==> config.mk <==
export PLATFORM = sky130hd
export DESIGN_NAME = range_gen_arbiter
export DESIGN_NICKNAME = d
export VERILOG_FILES = /design/src/rtl/range_gen_arbiter_pkg.sv /design/src/rtl/range_gen_arbiter_rr.sv /design/src/rtl/range_gen_arbiter.sv
export SDC_FILE = /design/constraint.sdc
export NUM_CORES = 1
export LEC_CHECK = 0
export CAP_MARGIN = 30
export CORE_AREA = 2 2 248 250
export CTS_BUF_LIST = sky130_fd_sc_hd__clkbuf_8
export DETAILED_ROUTE_END_ITERATION = 8
export DIE_AREA = 0 0 250 252
export DONT_BUFFER_PORTS = 1
export SLEW_MARGIN = 10
export SYNTH_ARGS = -nofsm -noshare
export SYNTH_HDL_FRONTEND = slang
export SYNTH_SLANG_ARGS = --single-unit
==> constraint.sdc <==
create_clock -name _clock -period 3.35 [get_ports _clock]
set_input_delay 0.67 -clock _clock [delete_from_list [all_inputs] [get_ports _clock]]
set_output_delay 0.67 -clock _clock [all_outputs]
set_load 0.02 [all_outputs]
==> src/rtl/range_gen_arbiter_pkg.sv <==
// range_gen_arbiter_pkg
//   Shared types and constants for the range_gen_arbiter slice.
//   state_t       : arbiter FSM encoding (IDLE, START, RUN)
//   DEFAULT_WIDTH : default signed width of job arguments and yielded values
package range_gen_arbiter_pkg;

  localparam int unsigned DEFAULT_WIDTH = 32;

  typedef enum logic [1:0] {
    IDLE,
    START,
    RUN
  } state_t;

endpackage

==> src/rtl/range_gen_arbiter_rr.sv <==
// rr_arbiter
//   Purely combinational round-robin pick: returns the index of the first
//   set bit of req at or after ptr, wrapping around to bit 0.
//   Ports:
//     req       in  N          request vector
//     ptr       in  $clog2(N)  search start position
//     grant_idx out $clog2(N)  selected index (0 when nothing requested)
//     any       out 1          at least one request bit is set
module rr_arbiter #(
  parameter  int unsigned N  = 4,
  localparam int unsigned IW = $clog2(N)
) (
  input  logic [N-1:0]  req,
  input  logic [IW-1:0] ptr,
  output logic [IW-1:0] grant_idx,
  output logic          any
);

  int unsigned idx;

  always_comb begin
    grant_idx = '0;
    any       = 1'b0;
    idx       = 0;
    for (int unsigned i = 0; i < N; i++) begin
      idx = (32'(ptr) + i) % N;
      if (!any && req[IW'(idx)]) begin
        grant_idx = IW'(idx);
        any       = 1'b1;
      end
    end
  end

endmodule

==> src/rtl/range_gen_arbiter.sv <==
// range_gen_arbiter
//   Shares one hrange-style generator (base, limit, step) among NUM_REQ
//   requesters. One job at a time, granted round-robin; the generator's
//   start/ready/done handshake is sequenced here and every yielded tuple is
//   routed to the owning requester.
//   Ports:
//     _clock, _reset                  clock (rising), async active-high reset
//     req_valid/base/limit/step       per-requester job request and arguments
//     req_accept                      one-hot pulse: owner's arguments captured
//     out_ready/out_valid/out_0/out_1 per-requester result stream (shared bus)
//     out_done                        one-hot pulse: owner's job finished
//     busy, owner                     job in flight / current grant holder
//     gen_start/ready/base/limit/step generator control and arguments
//     gen_done/valid/0/1              generator status and yielded tuple
//   Optional: define RANGE_GEN_ARBITER_COUNT_EN to add out_count, the number
//   of transfers in the current job (cleared in START, held after out_done).
module range_gen_arbiter
  import range_gen_arbiter_pkg::*;
#(
  parameter  int unsigned NUM_REQ = 4,
  parameter  int unsigned WIDTH   = DEFAULT_WIDTH,
  localparam int unsigned IW      = $clog2(NUM_REQ)
) (
  input  logic                             _clock,
  input  logic                             _reset,
  input  logic [NUM_REQ-1:0]               req_valid,
  input  logic signed [NUM_REQ*WIDTH-1:0]  req_base,
  input  logic signed [NUM_REQ*WIDTH-1:0]  req_limit,
  input  logic signed [NUM_REQ*WIDTH-1:0]  req_step,
  output logic [NUM_REQ-1:0]               req_accept,
  input  logic [NUM_REQ-1:0]               out_ready,
  output logic [NUM_REQ-1:0]               out_valid,
  output logic signed [WIDTH-1:0]          out_0,
  output logic signed [WIDTH-1:0]          out_1,
  output logic [NUM_REQ-1:0]               out_done,
  output logic                             busy,
  output logic [IW-1:0]                    owner,
  output logic                             gen_start,
  output logic                             gen_ready,
  output logic signed [WIDTH-1:0]          gen_base,
  output logic signed [WIDTH-1:0]          gen_limit,
  output logic signed [WIDTH-1:0]          gen_step,
  input  logic                             gen_done,
  input  logic                             gen_valid,
  input  logic signed [WIDTH-1:0]          gen_0,
  input  logic signed [WIDTH-1:0]          gen_1
`ifdef RANGE_GEN_ARBITER_COUNT_EN
  ,
  output logic [WIDTH-1:0]                 out_count
`endif
);

  state_t               state_q, state_d;
  logic [IW-1:0]        owner_q, owner_d;
  logic [IW-1:0]        rr_ptr_q, rr_ptr_d;
  logic [WIDTH-1:0]     base_q, base_d, limit_q, limit_d, step_q, step_d;
  logic                 busy_q, busy_d;
  logic [NUM_REQ-1:0]   owner_oh;
  logic [IW-1:0]        grant_idx;
  logic                 grant_any;
  logic [WIDTH-1:0]     base_arr  [NUM_REQ];
  logic [WIDTH-1:0]     limit_arr [NUM_REQ];
  logic [WIDTH-1:0]     step_arr  [NUM_REQ];

  for (genvar g = 0; g < NUM_REQ; g++) begin : g_unpack
    assign base_arr[g]  = req_base[g*WIDTH +: WIDTH];
    assign limit_arr[g] = req_limit[g*WIDTH +: WIDTH];
    assign step_arr[g]  = req_step[g*WIDTH +: WIDTH];
  end

  rr_arbiter #(.N(NUM_REQ)) u_rr (
    .req       (req_valid),
    .ptr       (rr_ptr_q),
    .grant_idx (grant_idx),
    .any       (grant_any)
  );

  assign owner_oh  = {{(NUM_REQ-1){1'b0}}, 1'b1} << owner_q;
  assign owner     = owner_q;
  assign busy      = busy_q;
  assign gen_base  = base_q;
  assign gen_limit = limit_q;
  assign gen_step  = step_q;

`ifdef RANGE_GEN_ARBITER_COUNT_EN
  logic [WIDTH-1:0] count_q, count_d;
  assign out_count = count_q;
`endif

  always_comb begin
    state_d    = state_q;
    owner_d    = owner_q;
    rr_ptr_d   = rr_ptr_q;
    base_d     = base_q;
    limit_d    = limit_q;
    step_d     = step_q;
    req_accept = '0;
    out_valid  = '0;
    out_done   = '0;
    out_0      = '0;
    out_1      = '0;
    gen_start  = 1'b0;
    gen_ready  = 1'b0;
`ifdef RANGE_GEN_ARBITER_COUNT_EN
    count_d    = count_q;
`endif
    unique case (state_q)
      IDLE: begin
        if (grant_any) begin
          owner_d = grant_idx;
          base_d  = base_arr[grant_idx];
          limit_d = limit_arr[grant_idx];
          step_d  = step_arr[grant_idx];
          state_d = START;
        end
      end
      START: begin
        gen_start  = 1'b1;
        req_accept = owner_oh;
`ifdef RANGE_GEN_ARBITER_COUNT_EN
        count_d    = '0;
`endif
        state_d    = RUN;
      end
      RUN: begin
        gen_ready = out_ready[owner_q];
        out_0     = gen_0;
        out_1     = gen_1;
        if (gen_valid && gen_ready) begin
          out_valid = owner_oh;
`ifdef RANGE_GEN_ARBITER_COUNT_EN
          count_d   = count_q + 1'b1;
`endif
        end
        // A transfer on the completion cycle is delivered above as well.
        if (gen_done && gen_ready) begin
          out_done = owner_oh;
          rr_ptr_d = (owner_q == IW'(NUM_REQ - 1)) ? '0 : owner_q + 1'b1;
          state_d  = IDLE;
        end
      end
      default: state_d = IDLE;
    endcase
    busy_d = (state_d != IDLE);
  end

  always_ff @(posedge _clock or posedge _reset) begin
    if (_reset) begin
      state_q  <= IDLE;
      owner_q  <= '0;
      rr_ptr_q <= '0;
      base_q   <= '0;
      limit_q  <= '0;
      step_q   <= '0;
      busy_q   <= 1'b0;
    end else begin
      state_q  <= state_d;
      owner_q  <= owner_d;
      rr_ptr_q <= rr_ptr_d;
      base_q   <= base_d;
      limit_q  <= limit_d;
      step_q   <= step_d;
      busy_q   <= busy_d;
    end
  end

`ifdef RANGE_GEN_ARBITER_COUNT_EN
  always_ff @(posedge _clock or posedge _reset) begin
    if (_reset) count_q <= '0;
    else        count_q <= count_d;
  end
`endif

endmodule

==> results of run 1 <==
synth_stat cells (2+ instances only):
| cell type | number | area [um2] |
|---|---|---|
| o221ai_2 | 37 | 556 |
| o21ai_0 | 3 | 15.0 |
| buf_2 | 28 | 140 |
| nand2b_1 | 2 | 12.5 |
| and2_1 | 73 | 457 |
| nor2_1 | 3 | 11.3 |
| dfrtp_1 | 103 | 2580 |
| and3_1 | 5 | 31.3 |
| buf_6 | 5 | 56.3 |
| a21oi_1 | 3 | 15.0 |
| buf_1 | 5 | 18.8 |
| ha_1 | 4 | 50.1 |
| inv_1 | 5 | 18.8 |
| mux2i_1 | 192 | 1920 |
| clkbuf_1 | 23 | 86.3 |
| nor2b_1 | 2 | 12.5 |
| nand2_1 | 101 | 379 |
| o221ai_1 | 58 | 508 |
where the power goes:
| part | leakage, nW | switching (mW) | internal, mW |
|---|---|---|---|
| sequential | 1.27 | 1.40 | 1.87 |
| clock | 0.0982 | 0.530 | 0.355 |
| combinational | 1.94 | 2.42 | 1.52 |
how the worst min path moves through the flow:
stage | from | depth (start not counted) | end
4_1_cts | _reset | 2 | busy$_DFF_PP0_
3_5_place_dp | rr_ptr_q[0]$_DFFE_PP0P_ | 2 | rr_ptr_q[0]$_DFFE_PP0P_
3_3_place_gp | rr_ptr_q[1]$_DFFE_PP0P_ | 1 | rr_ptr_q[1]$_DFFE_PP0P_
2_1_floorplan | rr_ptr_q[0]$_DFFE_PP0P_ | 2 | rr_ptr_q[0]$_DFFE_PP0P_
6_report | _reset | 2 | busy$_DFF_PP0_
5_1_grt | _reset | 2 | busy$_DFF_PP0_
state kept, by name, indices dropped and copies added, names as in the netlist:
register and count:
gen_step 32, owner 2, gen_limit 32, busy 1
state_q 2, gen_base 32, rr_ptr_q 2
placed cells by master (no fill, tap or decap), drive strengths merged:
cell type,count
ha,4
a21o,1
o211ai,1
or4b,1
inv,7
nor2b,2
o221ai,95
nand2b,2
bufinv,1
or2,1
dfrtp,103
o21ai,3
o22ai,1
clkbuf,9
mux2,1
clkinv,1
nor3,1
mux2i,192
clkinvlp,3
and3,5
o31ai,1
a211o,1
nor2,3
mux4,1
nand2,101
nor4,1
and2,73
or3,1
o21a,1
buf,15
diode,11
a21oi,3
cell type report:
| type | count | area [um2] |
|---|---|---|
| well taps | 782 | 978 |
| fillers | 6765 | 52000 |
| clock buffers | 9 | 124 |
| repair buffers | 15 | 175 |
| multi-input cells | 496 | 4110 |
| flip-flops and latches | 103 | 2580 |
| clock inverters | 7 | 78.8 |
| inverters | 5 | 22.5 |
| diodes | 11 | 27.5 |
layer usage:
layer	track usage	vias to the layer above	part of all wire
met5	0	-	0.0026
met1	0.0955	2782	0.34
met2	0.158	424	0.49
met3	0.0399	77	0.10
li1	-	2412	-
met4	0.0655	12	0.058
kinds of logic (layout without fill, tap and decap cells):
family | after synthesis | in the layout | synth area share
other | 0 | 11 | 0
muxes | 194 | 194 | 0.280
buffers and inverters | 66 | 36 | 0.0459
and+or+nand+nor | 191 | 191 | 0.135
AOI/OAI and AO/OA | 107 | 107 | 0.163
adders and majority gates | 4 | 4 | 0.00717
DFF | 103 | 103 | 0.369
worst reg2reg max path, stage by stage (launching register included):
cell	delay (ns)
dfrtp_1	0.46
mux2i_1	0.23
nor2_1	0.11
nor3_4	0.29
buf_12	0.44
mux2i_1	0.79
o221ai_1	0.22
metrics by stage:
| step | setup slack (ns) | power [mW] | area (um2) | hold WS, ns |
|---|---|---|---|---|
| 6_report | 0.504 | 8.09 | 8090 | 0.241 |
| 5_1_grt | 0.352 | 8.64 | 8090 | 0.253 |
| 4_1_cts | 0.480 | 8.24 | 8070 | 0.212 |
| 3_5_place_dp | 0.576 | 7.30 | 7860 | 0.610 |
| 3_3_place_gp | 0.597 | 7.18 | 7860 | 0.613 |
| 2_1_floorplan | 1.00 | 6.12 | 6990 | 0.542 |
==> run summary, run 1 <==
Run status -> completed
Worst slew margin -> 0.489
Post-synthesis net count -> 1129
Cell Rows -> 90
Clk sinks -> 103
Final hold viol count -> 0
CTS tree -> built
Critical path class -> reg2out
Deepest clock path buffer count -> 2
Fin crit share -> 0.850
Tightest Pin Transition -> 0.767 ns
Startpoint type of the worst setup path -> register
Fmax -> 351 MHz
Hold WC Path Type -> in2async
Util after Layout -> 0.135
Clock Skews -> 0.0231 ns
Final wirelength -> 31.7 mm
DR vias/cell -> 4.00
CP required -> 2.68 ns
Core area -> 60100 um2
R2R Path End -> gen_step[21]$_DFFE_PP0P_
Mapped Area -> 6980 um2
Die Width -> 250 um
Worst Setup EP -> out_0[23]
Final setup viols -> 0
GR Util All Layers -> 0.0943
Vias -> 5707
Post-synth EDFFs -> 0
PortBufs -> 0
CP max FO -> 48
Setup TNS -> 0 ns
1st-iter DRT viols -> 357
Inst Count DP -> 1401
CP Capture Type -> output port
Crit Reg-Reg Startpoint -> rr_ptr_q[1]$_DFFE_PP0P_
Remaining global-route overflow -> 0
Worst R2R Path Depth -> 6
First-pass GRT wire length -> 42.1 mm
# Post-CTS Setup Buffers -> 0
Drt drc -> 0
Initial Util -> 0.116
Mapped Cells -> 665
Synth Register Bits -> 103
Final Critical Period -> 2.85 ns
Dpl hpwl -> 26.2 mm
Final net count -> 1094
Gpl congestion -> 0.894
Peak VDD IR -> 0.368 mV
Stages on worst setup path -> 3
DRT Pass-1 Iters -> 4
Initial antenna violation count -> 19
Max incr delay on CP -> 0.47 ns
Syn-to-layout area delta -> 15.9%
Die height -> 252 um
WL/cell -> 22.2 um
Worst setup path start -> state_q[0]$_DFF_PP0_
Post-route insts no fill -> 1428
MaxCap Viol Count -> 0
Ys async rst share -> 1.00
R2R setup slack -> 0.67 ns
Worst-Skew Late Latency -> 0.43 ns
Family with the most delay on the worst path -> simple AND/OR/NAND/NOR gates
Synth cell types -> 31
Leak Pwr -> 3.31 nW
Largest net degree at the start of global routing -> 104
Power Density -> 1000 nW/um2
Number of global-route vias before repair -> 5673
Slew Limit Fails -> 0
Share of cells above drive strength 1 -> 0.121
Num ports -> 637
Synth Flop Type -> dfrtp_1
CTS root buffer -> clkbuf_8
PostCTS Resize Cnt -> 0
Die area -> 63000 um2
Worst EP arrival -> 2.18 ns
Synthesized area per cell -> 10.5 um2
Critical Path, Cell by Cell -> nor2b_2 -> buf_4 -> and2_1
Hold buffers post-CTS -> 0
RSZ-0062 raised after global routing -> false
Antenna-violating nets left -> 0
Num CTS Buffers -> 9
H-tree depth -> 3
Clk slew on worst S/H paths -> 0.12 ns
Synth warn -> 0
Slowest CP cell -> nor2b_2
Sequential share of the synthesized area -> 0.369
Worst path bufs/invs -> 1
No activity file was read; power rests on OpenSTA's default activity.
==> run 2, diff against run 1 <==
==> constraint.sdc (replaced) <==
create_clock -name _clock -period 2.44 [get_ports _clock]
set_input_delay 0.488 -clock _clock [delete_from_list [all_inputs] [get_ports _clock]]
set_output_delay 0.488 -clock _clock [all_outputs]
set_load 0.02 [all_outputs]
==> run 2 against run 1 <==
  * Die area unchanged
  * Non-clock buffer count increased by 14
  * Utilization is 0.36 points higher
  * Critical endpoint is now out_valid[0]
  * Worst hold slack gained 0.017 ns
  * Sequential share of layout area is 0.82 points lower
  * Global-route usage rose by 0.23 points
  * Highest routed layer unchanged
  * Critical path type unchanged
  * Sequential power increased by 37%
  * Largest power group unchanged
  * First-iteration DRC count increased by 18%
  * Register-to-register slack worse by 0.50 ns
==> run summary, run 2 (synthesis results as in run 1) <==
Setup slack after layout -> 0.0905 ns
Syn-to-layout area delta -> 19.0%
RSZ-0062 raised after global routing -> false
Num CTS Buffers -> 9
Die area -> 63000 um2
Worst-Skew Late Latency -> 0.43 ns
Tot Pwr -> 11.3 mW
Final setup viols -> 0
Int Power -> 5.24 mW
Initial antenna violation count -> 16
First-pass GRT wire length -> 43.1 mm
Gpl congestion -> 0.906
Largest net degree at the start of global routing -> 66
CP max FO -> 5
Slew Limit Fails -> 0
Most frequent cells in the layout -> mux2i_1, dfrtp_1, nand2_1, and2_1, o221ai_1
GR Util All Layers -> 0.0966
Final instance area -> 8310 um2
Share of cells above drive strength 1 -> 0.154
Final Critical Period -> 2.35 ns
Fmax -> 426 MHz
CTS root buffer -> clkbuf_8
Run status -> completed
Final wirelength -> 32.3 mm
Clock group share of total power -> 0.099
Antenna-violating nets left -> 0
Pre-CTS WS -> 0.0000213 ns
Die Width -> 250 um
MaxCap Viol Count -> 0
Worst slew margin -> 0.512
Clock Skews -> 0.0209 ns
DP Area -> 8020 um2
Drt drc -> 0
DRT Pass-1 Iters -> 5
Fraction of power spent switching nets -> 0.536
Leak Pwr -> 3.40 nW
Dpl hpwl -> 26.2 mm
Comb power frac -> 0.505
Core area -> 60100 um2
H-tree depth -> 3
CTS tree -> built
Fin Hold WS -> 0.258 ns
DR vias/cell -> 4.01
Setup TNS -> 0 ns
Cell Rows -> 90
Power Density -> 1360 nW/um2
Initial Util -> 0.116
CP required -> 1.95 ns
Clk sinks -> 103
Clk slew on worst S/H paths -> 0.11 ns
Most common cell after layout, fill and taps aside -> mux2i_1
Fin crit share -> 0.963
PortBufs -> 0
Critical path class -> reg2out
Worst EP arrival -> 1.86 ns
Number of global-route vias before repair -> 5732
Hold WC Path Type -> in2reg
Startpoint type of the worst setup path -> register
Vias -> 5782
Final net count -> 1108
Sequential power share -> 0.396
CP Capture Type -> output port
P_sw -> 6.05 mW
Deepest clock path buffer count -> 2
Tightest Pin Transition -> 0.730 ns
Final hold viol count -> 0
Num ports -> 637
Die height -> 252 um
Peak VDD IR -> 0.484 mV
1st-iter DRT viols -> 422
WL/cell -> 22.4 um
Remaining global-route overflow -> 0
-- run 2: worst max-delay path, stage by stage (launching register included) --
cell and delay [ns]:
dfrtp_1 0.39, mux4_2 0.52, and2_1 0.24, and3_1 0.28
-- run 2: cell type report --
| cell class | count | area [um2] |
|---|---|---|
| Inverter | 5 | 22.5 |
| Multi-Input combinational cell | 496 | 4140 |
| Timing Repair Buffer | 29 | 383 |
| Sequential cell | 103 | 2580 |
| Clock inverter | 7 | 56.3 |
| Fill cell | 6712 | 51800 |
| Antenna cell | 11 | 27.5 |
| Clock buffer | 9 | 124 |
| Tap cell | 782 | 978 |
-- run 2: per-layer routing --
| layer | vias to the layer above | wire length (um) | track usage | part of all wire |
|---|---|---|---|---|
| met5 | - | 36 | 0 | 0.0011 |
| met4 | 6 | 2010 | 0.0676 | 0.062 |
| met3 | 84 | 3520 | 0.0394 | 0.11 |
| met2 | 436 | 15600 | 0.160 | 0.49 |
| met1 | 2829 | 11000 | 0.100 | 0.34 |
| li1 | 2427 | - | - | - |
-- run 2: repair_timing --
action | CTS | global route
buffers inserted | 0 | 1
resized for setup | 3 | 9
pin swaps | 1 | 1
cloned | 1 | 0
hold buffers | 1 | 0
setup endpoints to repair | 6 | 12
hold endpoints to repair | 24 | 0
-- run 2: metrics by stage --
stage,util,std cells
2_1_floorplan,-,665
3_3_place_gp,0.133,1412
3_5_place_dp,0.133,1412
4_1_cts,0.137,1430
5_1_grt,0.138,1442
6_report,0.138,1442
-- run 2: power groups by stage --
stage	Clock, mW	Combinational (mW)	Sequential (mW)
floorplan	0	4.39	4.01
global placement	0	5.50	4.57
detailed placement	0	5.66	4.57
CTS	1.22	5.72	4.55
global route	1.27	6.18	4.63
finish	1.12	5.70	4.47
-- run 2: path summary, 6_finish.rpt --
kind | from | endpoint | slack, ns | cells after the start
max | owner[0]$_DFFE_PP0P_ | out_valid[0] | 0.09 | 3
min | gen_done | state_q[1]$_DFF_PP0_ | 0.26 | 2
max reg2reg | rr_ptr_q[1]$_DFFE_PP0P_ | gen_base[0]$_DFFE_PP0P_ | 0.17 | 7
min reg2reg | rr_ptr_q[0]$_DFFE_PP0P_ | rr_ptr_q[0]$_DFFE_PP0P_ | 0.60 | 2
max in group asynchronous | _reset | gen_step[10]$_DFFE_PP0P_ | 1.10 | 3
min in group asynchronous | _reset | owner[0]$_DFFE_PP0P_ | 0.64 | 2
==> run 3, diff against run 2 <==
--- a/config.mk
+++ b/config.mk
@@ -6,11 +6,14 @@
 export NUM_CORES = 1
 export LEC_CHECK = 0
 export CAP_MARGIN = 30
+export CELL_PAD_IN_SITES_DETAIL_PLACEMENT = 0
+export CELL_PAD_IN_SITES_GLOBAL_PLACEMENT = 1
 export CORE_AREA = 2 2 248 250
 export CTS_BUF_LIST = sky130_fd_sc_hd__clkbuf_8
 export DETAILED_ROUTE_END_ITERATION = 8
 export DIE_AREA = 0 0 250 252
 export DONT_BUFFER_PORTS = 1
+export PLACE_DENSITY_LB_ADDON = 0.1
 export SLEW_MARGIN = 10
 export SYNTH_ARGS = -nofsm -noshare
 export SYNTH_HDL_FRONTEND = slang
==> run 3 against run 2 <==
  * Design area increased by 0.72%
  * Worst setup slack about the same
  * Highest routed layer unchanged
  * Wire length increased by 9.8%
  * Global-route usage increased by 0.96 points
  * Die area unchanged
  * Maximum frequency about the same
  * Clock skew decreased by 0.0037 ns
==> run summary, run 3 (synthesis results as in run 1) <==
Run status -> completed
PortBufs -> 0
Final setup viols -> 0
Fin Hold WS -> 0.262 ns
Initial antenna violation count -> 10
H-tree depth -> 3
Final net count -> 1114
Filler cell count -> 6782
Register area -> 2580 um2
Final Critical Period -> 2.35 ns
Area of the multi-input gates -> 4170 um2
Num ports -> 637
Tightest Pin Transition -> 0.556 ns
Vias -> 5584
First-pass GRT wire length -> 47.3 mm
Startpoint type of the worst setup path -> register
Clk slew on worst S/H paths -> 0.14 ns
Family with the most delay on the worst path -> multiplexers
Gpl congestion -> 0.745
Power Density -> 1380 nW/um2
Syn-to-layout area delta -> 19.8%
WL/cell -> 24.5 um
Die Width -> 250 um
Critical path class -> reg2out
MaxCap Viol Count -> 0
CP max FO -> 5
Die area -> 63000 um2
Remaining global-route overflow -> 0
Antenna-violating nets left -> 0
Cell Rows -> 90
Deepest clock path buffer count -> 2
GR Util All Layers -> 0.106
Fmax -> 426 MHz
Peak VDD IR -> 0.537 mV
Setup TNS -> 0 ns
Share of cells above drive strength 1 -> 0.166
Drt drc -> 0
RSZ-0062 raised after global routing -> false
Dpl hpwl -> 28.0 mm
Number of global-route vias before repair -> 5835
DR vias/cell -> 3.87
Max incr delay on CP -> 0.56 ns
Most frequent cells in the layout -> mux2i_1, dfrtp_1, nand2_1, and2_1, o221ai_1
CTS tree -> built
Slowest CP cell -> mux4_2
Final wirelength -> 35.4 mm
Leak Pwr -> 3.44 nW
Die height -> 252 um
Largest net degree at the start of global routing -> 64
Worst slew margin -> 0.630
CTS root buffer -> clkbuf_8
DRT Pass-1 Iters -> 4
1st-iter DRT viols -> 212
Worst path bufs/invs -> 0
Worst EP arrival -> 1.86 ns
Slew Limit Fails -> 0
Num CTS Buffers -> 9
CP Capture Type -> output port
Clk sinks -> 103
Clock Skews -> 0.0172 ns
Final hold viol count -> 0
Hold WC Path Type -> in2reg
CP required -> 1.95 ns
Critical Path, Cell by Cell -> mux4_2 -> and3_4 -> and2_2
Fin crit share -> 0.963
Most common cell after layout, fill and taps aside -> mux2i_1
Core area -> 60100 um2
Initial Util -> 0.116
Worst-Skew Late Latency -> 0.45 ns
run 3: stage by stage:
stage          std cells  cell area, um2  setup WS, ns  utilization  power [mW]
2_1_floorplan        665            6990         0.337            -        8.40
4_1_cts             1437            8340       0.00548        0.139        11.9
3_3_place_gp        1419            8080       -0.0428        0.134        10.6
5_1_grt             1441            8360       0.00253        0.139        12.4
3_5_place_dp        1419            8080       -0.0882        0.134        10.5
6_report            1443            8370        0.0906        0.139        11.5
run 3: repair_timing:
item,CTS,global route
endpoints found under the setup margin,20,12
gates cloned,0,0
hold buffers,1,0
pin swaps,1,1
setup buffers,1,0
gates resized for setup,15,6
endpoints found under the hold margin,15,0
run 3: power breakdown:
part | switching [mW] | internal, mW
Clock | 0.839 | 0.427
Combinational | 3.53 | 2.33
Sequential | 1.85 | 2.56
run 3: area by class of cell:
| cell class | instances | area share |
|---|---|---|
| Tap cell | 782 | 0.117 |
| Antenna cell | 6 | 0.00179 |
| Sequential cell | 103 | 0.308 |
| Clock inverter | 6 | 0.00747 |
| Inverter | 5 | 0.00269 |
| Timing Repair Buffer | 35 | 0.0490 |
| Multi-Input combinational cell | 496 | 0.498 |
| Clock buffer | 10 | 0.0164 |
run 3: worst paths after layout:
check | start | to | slack (ns) | depth (start not counted)
worst max-delay path | owner[0]$_DFFE_PP0P_ | out_done[2] | 0.09 | 3
worst min-delay path | req_limit[27] | gen_limit[27]$_DFFE_PP0P_ | 0.26 | 2
worst max register to register | rr_ptr_q[1]$_DFFE_PP0P_ | gen_step[4]$_DFFE_PP0P_ | 0.18 | 8
worst min register to register | rr_ptr_q[0]$_DFFE_PP0P_ | rr_ptr_q[0]$_DFFE_PP0P_ | 0.64 | 2
max in group asynchronous | _reset | gen_step[6]$_DFFE_PP0P_ | 1.21 | 3
min in group asynchronous | _reset | gen_limit[0]$_DFFE_PP0P_ | 0.52 | 2
run 3: worst register-to-register path, delay by kind of cell, from the launching register on:
kind | cells | cell delay (ns)
AO/OA/AOI/OAI | 1 | 0.12
buffers and inverters | 3 | 0.66
flip-flops | 1 | 0.46
multiplexers | 2 | 0.50
AND/OR/NAND/NOR | 2 | 0.39
run 3: metal layers:
metal	GRT usage	up-vias	part of all wire
met5	0	-	0.00073
met4	0.0441	4	0.025
met3	0.0232	38	0.068
met2	0.198	301	0.55
met1	0.115	2794	0.36
li1	-	2447	-
==> RTL edit 1 (settings of run 3) <==
Re-encode `state_t` (3 states) as one-hot, 3 bits wide.
--- a/src/rtl/range_gen_arbiter_pkg.sv
+++ b/src/rtl/range_gen_arbiter_pkg.sv
@@ -7,8 +7,8 @@
   localparam int unsigned DEFAULT_WIDTH = 32;
 
-  typedef enum logic [1:0] {
-    IDLE,
-    START,
-    RUN
+  typedef enum logic [2:0] {
+    IDLE  = 3'b001,
+    START = 3'b010,
+    RUN   = 3'b100
   } state_t;
 
Check against the original RTL: no difference found for any inputs over 4 cycles, from zero or initial values and one cycle with _reset high; so few cycles prove little.
==> RTL edit 1 against run 3 <==
Area after synthesis up 8.1%; routed wire length up 14%; total power up 6.6%; count of clock-buffer cells in the layout down 1; worst setup slack worse by 67 ps; sequential share of layout area down 1.7 points; sequential cell count up 1; final cell count up 4.6%; combinational power up 13%; design area up 6.9%; critical path type unchanged.
==> RTL edit 1: results (changes against run 3) <==
GP Congestion 0.876 (+18%); Sw Ratio 0.524 (-0.0150); most instantiated cells after synthesis dfrtp_1 (103), o21ai_0 (96), and2_1 (74); status finished clean; worst hold slack 158 ps (-104 ps); post-synthesis adder-cell area fraction 0.00663 (-0.000537); leakage 3.57 nW (+3.9%); Synth area leaders dfrtp_1 (34%), a221oi_2 (9.5%), mux2_4 (8.9%); placed inst area 8630 um2 (+6.8%); drt first pass iters 5 (+1); Worst VDD drop 474 uV (-12%); R2R Setup Slk 110 ps (-70 ps); number of global-route vias before repair 6834 (+17%); CP max stage delay 590 ps (+30 ps); Compound-Gate Fraction of Synth Area 0.273 (+0.110); Hold Path Origin req_step[6]; DR iter-0 viols 282 (+33%); layout cells sized above 1 0.268 (+0.101); CTS root buf clkbuf_8; overall routing resource usage 0.120 (+0.0139); post-DP HPWL 30300 um (+8.2%); Hold Path Sink gen_step[6]; DP Worst Slack -167 ps (-78.9 ps); Vias 6402 (+15%); syn_nets 1204 (+6.6%); Unique masters post-synth 43 (+39%); Slew HR 0.586 (-0.0434); Worst R2R End gen_base[4]; wire per inst 26.7 um (+8.6%); pin count of the biggest net entering global routing 57 (-11%); mux contribution to synthesized area 0.165 (-0.115); sequential element share of the synthesized area 0.345 (-0.0242); Max Clock Skew 11.8 ps (-5.37 ps); Finished Cell Area 8940 um2 (+6.9%)
-- RTL edit 1: cell count changes in the layout (fill, tap and decap cells not counted), sizes merged, moves of 4 or more --
| cell | before | now |
|---|---|---|
| o221ai | 95 | 0 |
| and3 | 5 | 55 |
| a221oi | 0 | 51 |
| mux2 | 1 | 48 |
| mux2i | 192 | 51 |
| a21oi | 3 | 50 |
| buf | 34 | 45 |
| diode | 6 | 2 |
| nand3 | 0 | 48 |
| o21ai | 3 | 99 |
| a221o | 0 | 46 |
| nand2 | 101 | 3 |
-- RTL edit 1: layer usage --
metal  routed length, um  part of all wire  up-vias  global-route usage
met1               14800              0.37     3211               0.128
met4                 334            0.0083        8              0.0257
met3                3250             0.081       17              0.0419
met5                 103            0.0026        -             0.00772
met2               21700              0.54      378               0.226
li1                    -                 -     2788                   -
-- RTL edit 1: final cells by class --
type / count / area share
timing repair buffer: 48 / 0.0603
inverter: 6 / 0.00294
sequential: 104 / 0.291
clock inverter: 6 / 0.00518
clock buffer: 9 / 0.0139
tap: 782 / 0.109
antenna: 2 / 0.000560
multi-input combinational: 552 / 0.517
-- RTL edit 1: power groups by stage --
stage          sequential (mW)  clock, mW  combinational (mW)
2_1_floorplan             4.10          0                4.77
3_3_place_gp              4.59          0                6.72
3_5_place_dp              4.52          0                6.71
4_1_cts                   4.50       1.32                6.77
5_1_grt                   4.55       1.35                7.29
6_report                  4.45       1.19                6.65
-- RTL edit 1: through the flow --
stage / instances / TNS (ps)
floorplan: 740 / 0
global placement: 1486 / -4910
detailed placement: 1486 / -5110
CTS: 1506 / -424
global route: 1509 / -319
finish: 1509 / 0
-- RTL edit 1: critical path: cells and delay by family, from the launching register on --
kind             cells  cell delay [ps]
flip-flops           1              440
AND/OR/NAND/NOR      2              460
multiplexers         1              590
-- RTL edit 1: what timing repair did --
item	4_1_cts	5_1_grt
gates cloned	0	1
hold endpoints to repair	41	0
buffers inserted	4	0
endpoints found under the setup margin	55	41
resized for setup	21	16
hold buffers	1	0
pin swaps	5	1
-- RTL edit 1: worst max path at each step --
stage	end	slack [ps]
after CTS	out_done[0]	-110
after floorplan	out_done[0]	310
after global placement	gen_base[20]	-170
final	out_done[0]	20
after global routing	out_done[1]	-80
after detailed placement	gen_base[25]	-170
-- RTL edit 1: kinds of logic after synthesis --
kind of cell,Yosys count
muxes,100
DFF,104
adders and majority gates,4
buffers and inverters,84
AOI/OAI and AO/OA,256
and+or+nand+nor,192
==> RTL edit 2 (settings of run 3) <==
Without the edit above. Change the parameter `NUM_REQ` from 4 to 2.
--- a/src/rtl/range_gen_arbiter.sv
+++ b/src/rtl/range_gen_arbiter.sv
@@ -18,5 +18,5 @@
   import range_gen_arbiter_pkg::*;
 #(
-  parameter  int unsigned NUM_REQ = 4,
+  parameter  int unsigned NUM_REQ = 2,
   parameter  int unsigned WIDTH   = DEFAULT_WIDTH,
   localparam int unsigned IW      = $clog2(NUM_REQ)
Ports: changed (9 resized); port bits go from 637 to 434. No check against the original RTL was run, so the function may have changed too.
==> RTL edit 2 against run 3 <==
Synthesized cell count decreased by 0.15%; routed wire length decreased by 5.9%; area after synthesis decreased by 22%; worst hold slack got worse by 84 ps; sequential cell count decreased by 2; design area decreased by 20%; total power decreased by 21%; via count decreased by 3.1%; sequential share of layout area increased by 7.0 points; worst setup slack improved by 80 ps; largest power group is now registers.
==> RTL edit 2: results (changes against run 3) <==
first-pass GRT wire length 46200 um (-2.5%); HP Class input port to register; DRC 0 (unchanged); Post-Syn Instances 664 (-0.15%); clk buf depth 2 (unchanged); DP Worst Slack 539 ps (+627 ps); global routing usage on met3 0.0316 (+0.00836); Synth async-reset ratio 1.00 (unchanged); mux contribution to synthesized area 0.00183 (-0.278); GRT met2 Usage 0.182 (-0.0166); layout cells sized above 1 0.0770 (-0.0894); Worst VDD drop 640 uV (+19%); sequential element share of the synthesized area 0.462 (+0.0926); Unique masters post-synth 19 (-39%); overall routing resource usage 0.102 (-0.00373); DR iter-0 viols 255 (+20%); GP Congestion 0.662 (-11%); DR WL met3 2560 um (+6.8%); arrival time worst endpoint 1780 ps (-80 ps); CP Max Fanout 6 (+1); routing usage on met1 0.111 (-0.00391); Final Non-Filler Cells 1414 (-2.0%); placed inst area 6440 um2 (-20%); DR WL met2 17200 um (-11%); TritonCTS Buffers 9 (unchanged); Compound-Gate Fraction of Synth Area 0.290 (+0.127); total wire length 33300 um (-5.9%); Nets 882 (-21%); Clk pin slew, worst setup/hold paths 140 ps (about the same); pin count of the biggest net entering global routing 100 (+56%); number of global-route vias before repair 5600 (-4.0%); Yosys Warn Count 0 (unchanged); initial antenna violation count 15 (+5); Max Clock Skew 31.0 ps (+13.9 ps); drt first pass iters 4 (unchanged); top sig layer met5; Vias 5411 (-3.1%); leakage 2.17 nW (-37%); syn_nets 928 (-18%); R2R Setup Slk 740 ps (+560 ps); H-tree depth 3 (unchanged); post-DP HPWL 21500 um (-23%); post-synthesis adder-cell area fraction 0 (-0.00717); Worst Setup Slack, final 170 ps (+79.6 ps); Switch Pwr 5.12 mW (-18%); status finished clean; Synth Area in XOR/XNOR 0 (unchanged); worst hold slack 178 ps (-84.0 ps); Worst-Skew Late Latency 460 ps; wl on met1 12600 um (-0.49%); Slew HR 0.454 (-0.176); most instantiated cells after synthesis dfrtp_1 (101), o21ai_0 (99), a21oi_1 (97), a31oi_1 (97), nand3_1 (97); Synth area leaders dfrtp_1 (46%), a31oi_1 (11%), o21ai_0 (9.0%)
[RTL edit 2: cell types whose count changed after synthesis, sizes merged, moves of 95 or more]
cell	delta
a31oi	+97
mux2i	-191
nand2	-95
nand3	+97
o21ai	+96
o221ai	-95
[RTL edit 2: final cells by class]
cell class	count	area, um2
clock buffers	10	138
repair buffers	22	318
multi-input cells	479	2640
fillers	6985	53400
well taps	782	978
inverters	5	23.8
clock inverters	6	43.8
diodes	9	22.5
flip-flops and latches	101	2530
[RTL edit 2: what timing repair did]
action,CTS,global route
buffers inserted,0,2
hold buffers,1,0
endpoints found under the hold margin,92,0
gates cloned,1,1
setup endpoints to repair,28,46
resized for setup,0,1
[RTL edit 2: worst paths after layout]
check / from / end / depth (start not counted)
setup / recovery: state_q[0] / req_accept[0] / 2
hold / removal: req_base[5] / gen_base[5] / 2
setup reg to reg: state_q[0] / gen_limit[9] / 4
hold reg to reg: rr_ptr_q / rr_ptr_q / 2
max in group asynchronous: _reset / state_q[1] / 3
min in group asynchronous: _reset / gen_base[20] / 3
[RTL edit 2: cells by family after synthesis]
group / after synthesis
AOI/OAI and AO/OA: 293
buffers and inverters: 86
DFF: 101
muxes: 1
and+or+nand+nor: 183
[RTL edit 2: power by group through the flow]
| stage | Sequential (mW) | Combinational [mW] | Clock [mW] |
|---|---|---|---|
| after detailed placement | 4.46 | 3.61 | 0 |
| after CTS | 4.45 | 3.61 | 1.34 |
| final | 4.39 | 3.54 | 1.22 |
| after global placement | 4.52 | 3.66 | 0 |
| after floorplan | 3.99 | 2.58 | 0 |
| after global routing | 4.51 | 3.93 | 1.38 |
[RTL edit 2: worst max-delay path, stage by stage (launching register included)]
cell and delay [ps]:
dfrtp_1 580, nand2b_1 230, nor2_1 530
